[src/rtl/pic_pkg.sv]
// Shared FSM/read-select types and command bit positions for the PIC command sequencer.
package pic_pkg;

    typedef enum logic [2:0] {
        IDLE   = 3'd0,
        W_ICW2 = 3'd1,
        W_ICW3 = 3'd2,
        W_ICW4 = 3'd3,
        READY  = 3'd4
    } pic_state_t;

    typedef enum logic {
        RD_IRR = 1'b0,
        RD_ISR = 1'b1
    } rd_sel_t;

    localparam int ICW1_IC4  = 0;
    localparam int ICW1_SNGL = 1;
    localparam int CMD_D4    = 4;
    localparam int OCW_D3    = 3;
    localparam int OCW3_RR   = 1;
    localparam int OCW3_RIS  = 0;

endpackage

[src/rtl/pic_bus_sync.sv]
// Multi-flop synchroniser for the asynchronous CPU control pins plus a
// rising-edge detector on the synchronised write strobe.
module pic_bus_sync #(
    parameter int SYNC_STAGES = 2
) (
    input  logic clk,
    input  logic reset,
    input  logic CS,
    input  logic rd_enable,
    input  logic wr_enable,
    input  logic A1,
    output logic cs_s,
    output logic rd_s,
    output logic wr_s,
    output logic a1_s,
    output logic wr_rise
);
    logic [SYNC_STAGES-1:0] cs_ff;
    logic [SYNC_STAGES-1:0] rd_ff;
    logic [SYNC_STAGES-1:0] wr_ff;
    logic [SYNC_STAGES-1:0] a1_ff;
    logic                   wr_prev;

    // Active-low strobes reset to their idle level so no edge appears as reset lifts.
    always_ff @(posedge clk) begin
        if (reset) begin
            cs_ff   <= '1;
            rd_ff   <= '1;
            wr_ff   <= '1;
            a1_ff   <= '0;
            wr_prev <= 1'b1;
        end else begin
            cs_ff   <= {cs_ff[SYNC_STAGES-2:0], CS};
            rd_ff   <= {rd_ff[SYNC_STAGES-2:0], rd_enable};
            wr_ff   <= {wr_ff[SYNC_STAGES-2:0], wr_enable};
            a1_ff   <= {a1_ff[SYNC_STAGES-2:0], A1};
            wr_prev <= wr_ff[SYNC_STAGES-1];
        end
    end

    assign cs_s    = cs_ff[SYNC_STAGES-1];
    assign rd_s    = rd_ff[SYNC_STAGES-1];
    assign wr_s    = wr_ff[SYNC_STAGES-1];
    assign a1_s    = a1_ff[SYNC_STAGES-1];
    assign wr_rise = wr_s && !wr_prev;

endmodule

[src/rtl/pic_cmd_sequencer.sv]
// 8259 command sequencer: ICW1..ICW4 init tracking, OCW registers, strobes and read-back.
// Optional build macro PIC_CMD_ERR_EN adds the sticky cmd_err output for ignored commits.
module pic_cmd_sequencer
    import pic_pkg::*;
#(
    parameter int         SYNC_STAGES = 2,
    parameter logic [7:0] IMR_RESET   = 8'h00
) (
    input  logic       clk,
    input  logic       reset,
    input  logic       CS,
    input  logic       rd_enable,
    input  logic       wr_enable,
    input  logic       A1,
    input  logic [7:0] bi_data_bus,
    input  logic [7:0] irr_in,
    input  logic [7:0] isr_in,
    output logic [7:0] data_out,
    output logic       data_oe,
    output logic       write_ICW_1,
    output logic       write_ICW2_4,
    output logic       write_OCW1,
    output logic       write_OCW2,
    output logic       write_OCW3,
    output logic [7:0] icw1,
    output logic [7:0] icw2,
    output logic [7:0] icw3,
    output logic [7:0] icw4,
    output logic [7:0] imr,
    output logic [7:0] ocw2_data,
    output logic       initialized,
`ifdef PIC_CMD_ERR_EN
    output logic       cmd_err,
`endif
    output pic_state_t fsm_state
);
    logic       cs_s, rd_s, wr_s, a1_s, wr_rise;
    logic       cap_a1;
    logic [7:0] cap_data;
    logic       commit;
    pic_state_t state, state_d;
    rd_sel_t    rd_sel;
    logic       cmd_icw1, cmd_icw24, cmd_ocw1, cmd_ocw2, cmd_ocw3;

    pic_bus_sync #(.SYNC_STAGES(SYNC_STAGES)) u_bus_sync (
        .clk       (clk),
        .reset     (reset),
        .CS        (CS),
        .rd_enable (rd_enable),
        .wr_enable (wr_enable),
        .A1        (A1),
        .cs_s      (cs_s),
        .rd_s      (rd_s),
        .wr_s      (wr_s),
        .a1_s      (a1_s),
        .wr_rise   (wr_rise)
    );

    // A write counts only if CS is still low when the synced write strobe rises.
    assign commit = wr_rise && !cs_s;

    always_ff @(posedge clk) begin
        if (reset) begin
            cap_a1   <= 1'b0;
            cap_data <= 8'h00;
        end else if (!cs_s && !wr_s) begin
            cap_a1   <= a1_s;
            cap_data <= bi_data_bus;
        end
    end

    always_comb begin
        cmd_icw1  = 1'b0;
        cmd_icw24 = 1'b0;
        cmd_ocw1  = 1'b0;
        cmd_ocw2  = 1'b0;
        cmd_ocw3  = 1'b0;
        if (commit) begin
            if (!cap_a1 && cap_data[CMD_D4]) begin
                cmd_icw1 = 1'b1;
            end else begin
                case (state)
                    W_ICW2, W_ICW3, W_ICW4: cmd_icw24 = cap_a1;
                    READY: begin
                        if (cap_a1)                    cmd_ocw1 = 1'b1;
                        else if (!cap_data[OCW_D3])    cmd_ocw2 = 1'b1;
                        else                           cmd_ocw3 = 1'b1;
                    end
                    default: ;
                endcase
            end
        end
    end

    always_ff @(posedge clk) begin
        if (reset) begin
            icw1         <= 8'h00;
            icw2         <= 8'h00;
            icw3         <= 8'h00;
            icw4         <= 8'h00;
            imr          <= IMR_RESET;
            ocw2_data    <= 8'h00;
            rd_sel       <= RD_IRR;
            write_ICW_1  <= 1'b0;
            write_ICW2_4 <= 1'b0;
            write_OCW1   <= 1'b0;
            write_OCW2   <= 1'b0;
            write_OCW3   <= 1'b0;
        end else begin
            write_ICW_1  <= cmd_icw1;
            write_ICW2_4 <= cmd_icw24;
            write_OCW1   <= cmd_ocw1;
            write_OCW2   <= cmd_ocw2;
            write_OCW3   <= cmd_ocw3;
            if (cmd_icw1) begin
                icw1   <= cap_data;
                icw2   <= 8'h00;
                icw3   <= 8'h00;
                icw4   <= 8'h00;
                imr    <= IMR_RESET;
                rd_sel <= RD_IRR;
            end
            if (cmd_icw24) begin
                case (state)
                    W_ICW2:  icw2 <= cap_data;
                    W_ICW3:  icw3 <= cap_data;
                    W_ICW4:  icw4 <= cap_data;
                    default: ;
                endcase
            end
            if (cmd_ocw1) imr <= cap_data;
            if (cmd_ocw2) ocw2_data <= cap_data;
            if (cmd_ocw3 && cap_data[OCW3_RR])
                rd_sel <= cap_data[OCW3_RIS] ? RD_ISR : RD_IRR;
        end
    end

    always_ff @(posedge clk) begin
        if (reset) state <= IDLE;
        else       state <= state_d;
    end

    // Advance on the registered strobes so state trails the commit by one edge.
    always_comb begin
        state_d = state;
        if (write_ICW_1) begin
            state_d = W_ICW2;
        end else if (write_ICW2_4) begin
            case (state)
                W_ICW2: begin
                    if (!icw1[ICW1_SNGL])    state_d = W_ICW3;
                    else if (icw1[ICW1_IC4]) state_d = W_ICW4;
                    else                     state_d = READY;
                end
                W_ICW3:  state_d = icw1[ICW1_IC4] ? W_ICW4 : READY;
                W_ICW4:  state_d = READY;
                default: ;
            endcase
        end
    end

    always_ff @(posedge clk) begin
        if (reset) begin
            data_out <= 8'h00;
            data_oe  <= 1'b0;
        end else begin
            data_oe  <= !cs_s && !rd_s;
            data_out <= a1_s ? imr : ((rd_sel == RD_ISR) ? isr_in : irr_in);
        end
    end

`ifdef PIC_CMD_ERR_EN
    logic cmd_bad;
    assign cmd_bad = commit && !(cmd_icw1 || cmd_icw24 || cmd_ocw1 || cmd_ocw2 || cmd_ocw3);

    always_ff @(posedge clk) begin
        if (reset || cmd_icw1) cmd_err <= 1'b0;
        else if (cmd_bad)      cmd_err <= 1'b1;
    end
`endif

    assign initialized = (state == READY);
    assign fsm_state   = state;

endmodule

[config.mk]
export PLATFORM = sky130hd
export DESIGN_NAME = pic_cmd_sequencer
export DESIGN_NICKNAME = d
export VERILOG_FILES = /design/src/rtl/pic_pkg.sv /design/src/rtl/pic_bus_sync.sv /design/src/rtl/pic_cmd_sequencer.sv
export SDC_FILE = /design/constraint.sdc
export NUM_CORES = 1
export LEC_CHECK = 0
export CAP_MARGIN = 20
export CELL_PAD_IN_SITES_DETAIL_PLACEMENT = 0
export CELL_PAD_IN_SITES_GLOBAL_PLACEMENT = 1
export CORE_UTILIZATION = 37
export CTS_CLUSTER_DIAMETER = 50
export DETAILED_ROUTE_END_ITERATION = 10
export PLACE_DENSITY = 0.9
export SKIP_CTS_REPAIR_TIMING = 1
export SLEW_MARGIN = 20
export SYNTH_ARGS = -nofsm -noshare
export SYNTH_HDL_FRONTEND = slang
export SYNTH_SLANG_ARGS = --single-unit
[constraint.sdc]
create_clock -name clk -period 2.5 [get_ports clk]
set_clock_uncertainty 0.2 [all_clocks]
set_input_delay 0.5 -clock clk [delete_from_list [all_inputs] [get_ports clk]]
set_output_delay 0.5 -clock clk [all_outputs]
set_load 0.01 [all_outputs]
==> impl_metrics.csv <==
group,metric,value,unit
setup_path,timing.critical_path.from,"fsm_state[1]$_SDFFE_PP0P_",
synthesis,yosysMostFrequentCell,"dfxtp_1",
setup_path,crit_path_end_kind,"output pin",
floorplanning,start_util,38.7,%
clocking,tritoncts,"built",
synthesis,ys_seq_elements,84,
setup_path,crit_path_max_fanout,9,
synthesis,netlist.area_leader.share,55.3,%
synthesis,synth_nets,348,
setup_path,r2r_cells,4,
floorplanning,die_area,0.00858,mm²
synthesis,synth-edff-count,0,
detailed_routing,via_count,2659,
synthesis,seq_area_frac_synth,55.3,%
setup_path,r2r-end,"ocw2_data[2]$_SDFFE_PP0P_",
clocking,clk_pin_slew,0.08,ns
timing,fmax,414,MHz
synthesis,yosysWarnings,0,
clocking,root_buffer,"clkbuf_8",
detailed_routing,routed_wl,7.91,mm
timing,slew_viol_final,0,
floorplanning,top_level_ports,96,
global_route,grt_pass1_wl,12.5,mm
setup_path,cp-start-kind,"flip-flop",
timing,setup_viol_count_final,0,
placement,portBuffers,95,
layout,syn_to_final_growth,40.8,%
floorplanning,die_w,92.7,µm
timing,fin_crit_sh,96.6,%
floorplanning,core-area,0.00785,mm²
clocking,htreeDepth,3,
clocking,cts.path.max_buffers,2,
setup_path,r2r_start,"u_bus_sync.wr_ff[1]$_SDFF_PP1_",
clocking,clock_latency,0.35,ns
detailed_routing,firstDrtPassIters,4,
synthesis,synth_top_cell_by_area,"dfxtp_1",
detailed_routing,routedWlPerCell,15.3,µm
detailed_routing,drt_iter0_drc,134,
clocking,numCtsBuffers,9,
setup_path,rrSetupSlack,0.35,ns
synthesis,async_flop_share,0,%
synthesis,synth_ff_type,"dfxtp_1",
global_route,antenna_found_initial,0,
timing,slew_headroom,57.6,%
synthesis,synthTopCellsByCount,"dfxtp_1 (84), inv_1 (33), nand2_1 (32), o32ai_1 (32), a21oi_1 (18)",
status,outcome,"completed",
placement,placedInstanceArea,0.00408,mm²
detailed_routing,drc,0,
timing,final.hold.worst_slack,0.206,ns
layout,drive_gt1_share,7.97,%
global_route,grt_max_degree,23,
floorplanning,die_h,92.7,µm
synthesis,syn_area,0.00304,mm²
layout,antenna_cells,0,
power,vdd_drop_max,0.294,mV
layout,final_nets,441,
power,power_leakage,0.00146,µW
layout,post-route-cell-area,0.00428,mm²
global_route,grt_pass1_vias,2546,
timing,tightest_slew,0.635,ns
global_route,grt_usage,18.8,%
synthesis,avgSynthCellArea,9.56,µm²
detailed_routing,viasPerCell,5.15,
timing,post-route-min-period,2.41,ns
floorplanning,rows,32,
worst_hold_path,holdPathStages,1,
clocking,clkSinkCount,84,
synthesis,synthTopCellsByArea,"dfxtp_1 (55%), o32ai_1 (9.2%), inv_1 (4.1%)",
job,maxCapViolCount,0,
synthesis,synth_cell_types,30,
worst_hold_path,whs_endpoint,"data_oe$_SDFF_PP0_",
power,p_per_area,568,mW/mm²
global_route,overflow,0,
synthesis,syn-instance-count,318,
worst_hold_path,hold_path_startpoint,"u_bus_sync.rd_ff[1]$_SDFF_PP1_",
placement,gp_congestion,0.751,
timing,rsz0062_at_grt,"no",
placement,dp_hpwl,5.54,mm
setup_path,crit_type,"reg2out",
setup_path,worstPathArrival,1.71,ns
detailed_routing,ant_nets,0,
worst_hold_path,hp-class,"reg2reg",
setup_path,crit_required,1.80,ns
timing,hold_viol_final,0,
==> cell usage in the layout, fill, tap and decap left out, types with 11 or more instances in the layout <==
cell type	netlist	routed
clkbuf_8	0	11
a21oi_1	18	18
nor2b_1	13	13
nand2_1	32	32
inv_1	33	33
a211oi_1	16	16
o21ai_0	15	15
dfxtp_1	84	84
clkdlybuf4s50_1	0	94
o32ai_1	32	32
==> worst max-delay path, cell delays in order (launching register included) <==
cell	delay (ns)
dfxtp_1	0.44
nor2_4	0.22
and2_1	0.14
clkdlybuf4s50_1	0.55
==> worst max path at each step <==
stage | endpoint | slack, ns
floorplan | icw2[0]$_SDFF_PP0_ | 0.85
global placement | initialized | 0.38
detailed placement | initialized | 0.34
CTS | initialized | -0.06
global route | initialized | 0.01
finish | initialized | 0.09
==> area by class of cell <==
| type | count | area [µm²] |
|---|---|---|
| Sequential cell | 84 | 1680 |
| Fill cell | 732 | 3570 |
| Multi-Input combinational cell | 182 | 1170 |
| Timing Repair Buffer | 101 | 991 |
| Clock inverter | 2 | 35.0 |
| Tap cell | 102 | 128 |
| Inverter | 33 | 124 |
| Clock buffer | 12 | 155 |
==> cells by family after synthesis <==
logic type             count (synthesis)  synth area share [%]
and+or+nand+nor                       96                  18.1
AOI/OAI and AO/OA                     85                  19.6
buffers and inverters                 52                  6.58
muxes                                  1                 0.329
DFF                                   84                  55.3
==> report_power, final <==
group,internal [µW],total [µW],switching (µW)
logic,74.4,121,46.2
clock network,504,948,444
registers,1350,1360,11.1
==> metal layers <==
layer | track usage (%) | share of wire (%)
met2 | 30.9 | 47
met3 | 5.25 | 7.8
met1 | 23.3 | 44
met4 | 7.44 | 1.1
met5 | 0 | 0
==> sequential cells by signal, summed over array words and instances (netlist names), 3 cells and up <==
register / count
icw1: 8
icw4: 8
fsm_state: 3
ocw2_data: 8
imr: 8
cap_data: 8
data_out: 8
icw2: 8
icw3: 8
==> per-stage QoR <==
step,instances,setup slack [ns],power [µW],setup TNS (ns),util [%]
3_5_place_dp,502,0.342,1520,0,52.0
6_report,516,0.0855,2430,0,54.5
5_1_grt,516,0.0118,2520,0,54.5
4_1_cts,516,-0.0587,2460,-0.0587,54.4
3_3_place_gp,502,0.377,1510,0,52.0
2_1_floorplan,318,0.846,1440,0,-
No activity file was read; power rests on OpenSTA's default activity.
==> RTL change 1: new RTL, same settings <==
Add an input register stage for `CS`; this delays it by one clock. The other inputs are not delayed to match.
--- a/src/rtl/pic_cmd_sequencer.sv
+++ b/src/rtl/pic_cmd_sequencer.sv
@@ -34,6 +34,13 @@
 `endif
     output pic_state_t fsm_state
 );
+
+    logic CS_q;
+
+    always_ff @(posedge clk) begin
+        CS_q <= CS;
+    end
+
     logic       cs_s, rd_s, wr_s, a1_s, wr_rise;
     logic       cap_a1;
     logic [7:0] cap_data;
@@ -45,7 +52,7 @@
     pic_bus_sync #(.SYNC_STAGES(SYNC_STAGES)) u_bus_sync (
         .clk       (clk),
         .reset     (reset),
-        .CS        (CS),
+        .CS        (CS_q),
         .rd_enable (rd_enable),
         .wr_enable (wr_enable),
         .A1        (A1),
Behaviour: not the same (Yosys sat finds a counterexample within 4 cycles, from zero or initial values and one cycle with reset high).
==> RTL change 1 against the unedited design <==
Cell area is 0.20% higher; via count is 1.8% lower; clock power is 2.1% higher; sequential share of layout area is 0.39 points higher; hold slack better by 0.0021 ns; wire length is 0.48% lower; fmax is 0.87% higher; register-to-register slack worse by 0.03 ns; area after synthesis is 0.66% higher; power is 1.4% higher; setup slack better by 0.021 ns; sequential cell count is 1 higher.
==> RTL change 1: results (changes against the unedited design) <==
status completed; Yosys cell types 30 (unchanged); Worst VDD drop 364 uV (+24%); Synth top cells by count 85 x dfxtp_1, 33 x inv_1, 32 x nand2_1, 32 x o32ai_1, 18 x a21oi_1; GR Util All Layers 18.6% (-0.20 points); HP Class register to register; share of post-route cells with drive strength above 1 7.73% (-0.24 points); vias in the first global route 2,456 (-3.5%); Post-Syn Nets 349 (+0.29%); initial antenna violation count 0 (unchanged); dpl cells 500 (-0.40%); post-synthesis sequential area ratio 55.6% (+0.29 points); # nets final 439 (-0.45%); Post-DP HPWL 5.48 mm (-0.98%); Mapped Cells 319 (+0.31%); worst skew pair latency 0.35 ns (about the same); worst slew pin tran 0.673 ns (+0.0378 ns); synth warn 0 (unchanged); Final GP Congestion 0.746 (-0.72%); Critical Path Slowest Stage Cell clkdlybuf4s50_1; CP Max Fanout 9 (unchanged); first-pass GRT wire length 12.2 mm (-2.0%); vias 2,611 (-1.8%); crit-path max cell delay 0.56 ns; DP Area 0.00408 sq mm (about the same); initial DRC count 131 (-2.2%); leakage power 1.45 nW (-0.37%); Fill cells 751 (+2.6%); switching share of power 21.6% (+1.0 points); critical path's top delay family buffers and inverters; top cells by area, synth dfxtp_1 56%, o32ai_1 9.2%, inv_1 4.0%, a211oi_1 3.9%, nand2_1 3.9%; critical path arrival 1.69 ns (-0.02 ns); Finished Layout Cells 516 (unchanged); largest net degree at the start of global routing 38 (+65%); n_diodes 0 (unchanged); drt pass-1 iters 4 (unchanged); htree depth 3 (unchanged); Routed WL 7.87 mm (-0.48%)
[RTL change 1: changes by cell type after synthesis, sizes merged]
cell / before / now
dfxtp: 84 / 85
[RTL change 1: per-layer routing]
metal / GRT usage (%) / wire length, microns / up-vias
li1: - / - / 1305
met4: 6.03 / 95 / 0
met3: 5.91 / 558 / 9
met1: 22.4 / 3500 / 1212
met2: 31.4 / 3720 / 85
met5: 0 / 0 / -
[RTL change 1: worst register-to-register path, stage by stage, from the launching register on]
cell and delay (ns):
dfxtp_1 0.51, nor3b_4 0.51, nand4_1 0.51, nand3b_1 0.23, o21ai_0 0.10
[RTL change 1: layout make-up]
class	count	area (sq um)	area share, %
repair buffers	98	968	22.6
clock buffers	11	141	3.30
flip-flops and latches	85	1700	39.7
clock inverters	5	60.1	1.40
multi-input cells	182	1170	27.2
inverters	33	124	2.89
well taps	102	128	2.98
[RTL change 1: worst paths after layout]
path / cells past startpoint / startpoint / slack [ns] / endpoint
hold reg to reg: 1 / u_bus_sync.rd_ff[1]$_SDFF_PP1_ / 0.21 / data_oe$_SDFF_PP0_
setup / recovery: 3 / fsm_state[1]$_SDFFE_PP0P_ / 0.11 / initialized
setup reg to reg: 4 / u_bus_sync.wr_ff[1]$_SDFF_PP1_ / 0.32 / ocw2_data[6]$_SDFFE_PP0P_
hold / removal: 1 / u_bus_sync.rd_ff[1]$_SDFF_PP1_ / 0.21 / data_oe$_SDFF_PP0_
[RTL change 1: cells by family (layout without fill, tap and decap cells)]
| logic type | Yosys count | in the layout | synth area share [%] |
|---|---|---|---|
| and+or+nand+nor | 96 | 96 | 18.0 |
| muxes | 1 | 1 | 0.327 |
| buffers and inverters | 52 | 147 | 6.54 |
| AOI/OAI and AO/OA | 85 | 85 | 19.5 |
| DFF | 85 | 85 | 55.6 |
[RTL change 1: power by group through the flow]
| stage | Combinational [mW] | Sequential [mW] | Clock, mW |
|---|---|---|---|
| finish | 0.117 | 1.38 | 0.968 |
| global route | 0.127 | 1.38 | 1.05 |
| CTS | 0.118 | 1.38 | 0.994 |
| detailed placement | 0.118 | 1.41 | 0 |
| global placement | 0.117 | 1.41 | 0 |
| floorplan | 0.0466 | 1.41 | 0 |
[RTL change 1: metrics by stage]
step                setup TNS [ns]  worst slack, ns  power, mW
floorplan                        0            0.846       1.46
global placement                 0            0.386       1.53
detailed placement               0            0.354       1.53
CTS                        -0.0442          -0.0442       2.49
global route                     0           0.0376       2.56
finish                           0            0.106       2.47
==> RTL change 2: new RTL, config.mk and constraints unchanged <==
Made on the original files. The option `PIC_CMD_ERR_EN` is turned on by a define.
--- a/src/rtl/pic_cmd_sequencer.sv
+++ b/src/rtl/pic_cmd_sequencer.sv
@@ -1,5 +1,7 @@
 // 8259 command sequencer: ICW1..ICW4 init tracking, OCW registers, strobes and read-back.
 // Optional build macro PIC_CMD_ERR_EN adds the sticky cmd_err output for ignored commits.
+`define PIC_CMD_ERR_EN
+
 module pic_cmd_sequencer
     import pic_pkg::*;
 #(
Formal check against the unedited RTL (old outputs only; new: cmd_err): equivalent (Yosys induction, for registers that start in step).
==> RTL change 2 against the unedited design <==
Synthesized cell count grew 3.8%; critical path depth shrank 1; power grew 5.7%; global-route usage shrank 0.31 points; setup slack gained 0.29 ns; wire length grew 0.32%; area after synthesis grew 3.5%; sequential cell count grew 1; fmax grew 14%; count of clock-buffer cells in the layout shrank 3; critical endpoint is now fsm_state[0]; cell area grew 3.1%.
==> RTL change 2: results (changes against the unedited design) <==
status completed; dpl cells 517 (+3.0%); vias in the first global route 2,553 (+0.27%); Synth top cells by count 85 x dfxtp_1, 32 x inv_1, 31 x nand2_1, 31 x o32ai_1, 22 x a21oi_1; Clock Pin Slew Worst Setup and Hold Paths 0.09 ns; worst r2r dst icw3[1]$_SDFF_PP0_; Worst VDD drop 294 uV (about the same); Slew headroom 57.8% (+0.21 points); largest net degree at the start of global routing 35 (+52%); share of post-route cells with drive strength above 1 9.58% (+1.6 points); switching share of power 21.9% (+1.3 points); combinational group share of total power 4.8% (-0.2 points); synth warn 0 (unchanged); Hold Crit Depth 1 (unchanged); port bufs 96 (+1.1%); # nets final 453 (+2.7%); switching power 0.563 mW (+12%); Hold WS 0.196 ns (-0.00979 ns); Hold EP data_oe$_SDFF_PP0_; Yosys cell types 32 (+6.7%); Post-DP HPWL 5.55 mm (+0.22%); r2r setup slk 0.49 ns (+0.14 ns); GR Util All Layers 18.5% (-0.31 points); first-pass GRT wire length 12.4 mm (-0.83%); Post-Syn Nets 360 (+3.4%); n_diodes 0 (unchanged); CP Max Fanout 12 (+3); post-synthesis sequential area ratio 54.1% (-1.2 points); vias 2,686 (+1.0%); Min-Delay Startpoint u_bus_sync.rd_ff[1]$_SDFF_PP1_; WL/cell 14.9 microns (-2.9%); routing usage on met1 22.7% (-0.68 points); Worst Reg-to-Reg Cells 5 (+1); htree depth 3 (unchanged); DP Worst Slack 0.332 ns (-0.0107 ns); CTS Buf Count 9 (unchanged); # DRC 0 (unchanged); Reg2Reg Launch Point u_bus_sync.wr_ff[1]$_SDFF_PP1_; drt pass-1 iters 4 (unchanged); Final GP Congestion 0.835 (+11%); met2 usage 31.5% (+0.60 points); Worst Setup SP fsm_state[0]$_SDFFE_PP0P_; Sequential Power about 1.4 mW; critical path arrival 1.42 ns (-0.29 ns); Clock Path Buffers 2 (unchanged); vias per cell 5.04 (-2.2%); Post-synth ARST share 0% (unchanged); top cells by area, synth dfxtp_1 54%, o32ai_1 8.6%, inv_1 3.8%, nand2_1 3.7%, a211oi_1 3.6%; initial antenna violation count 0 (unchanged); worst skew pair latency 0.35 ns (about the same); Syn Area/Cell 9.54 sq um (-0.27%); leakage power 1.54 nW (+5.6%); initial DRC count 90 (-33%); M3 GR Usage 2.99% (-2.3 points); Worst setup endpoint fsm_state[0]; Final WS setup 0.375 ns (+0.290 ns); DP Area 0.00418 sq mm (+2.5%)
## RTL change 2: final cells by class
class | instances | area, sq um
tap | 105 | 131
clock buffer | 9 | 124
sequential | 85 | 1710
multi-input combinational | 191 | 1210
timing repair buffer | 104 | 1020
fill | 757 | 3800
clock inverter | 7 | 98.8
inverter | 32 | 120
## RTL change 2: metal layers
| layer | share of wire, % | wire (microns) |
|---|---|---|
| met2 | 49 | 3920 |
| met3 | 5.0 | 395 |
| met4 | 1.9 | 149 |
| met1 | 44 | 3470 |
| met5 | 0 | 0 |
## RTL change 2: logic make-up after synthesis
logic type      share of synthesized area (%)
buf+inv                                  7.32
compound gates                           17.7
mux                                      2.86
simple gates                             18.1
flops                                    54.1
## RTL change 2: worst max-delay path, stage by stage (launching register included)
cell             delay [ns]
dfxtp_1                0.34
buf_4                  0.18
clkdlybuf4s50_1        0.55
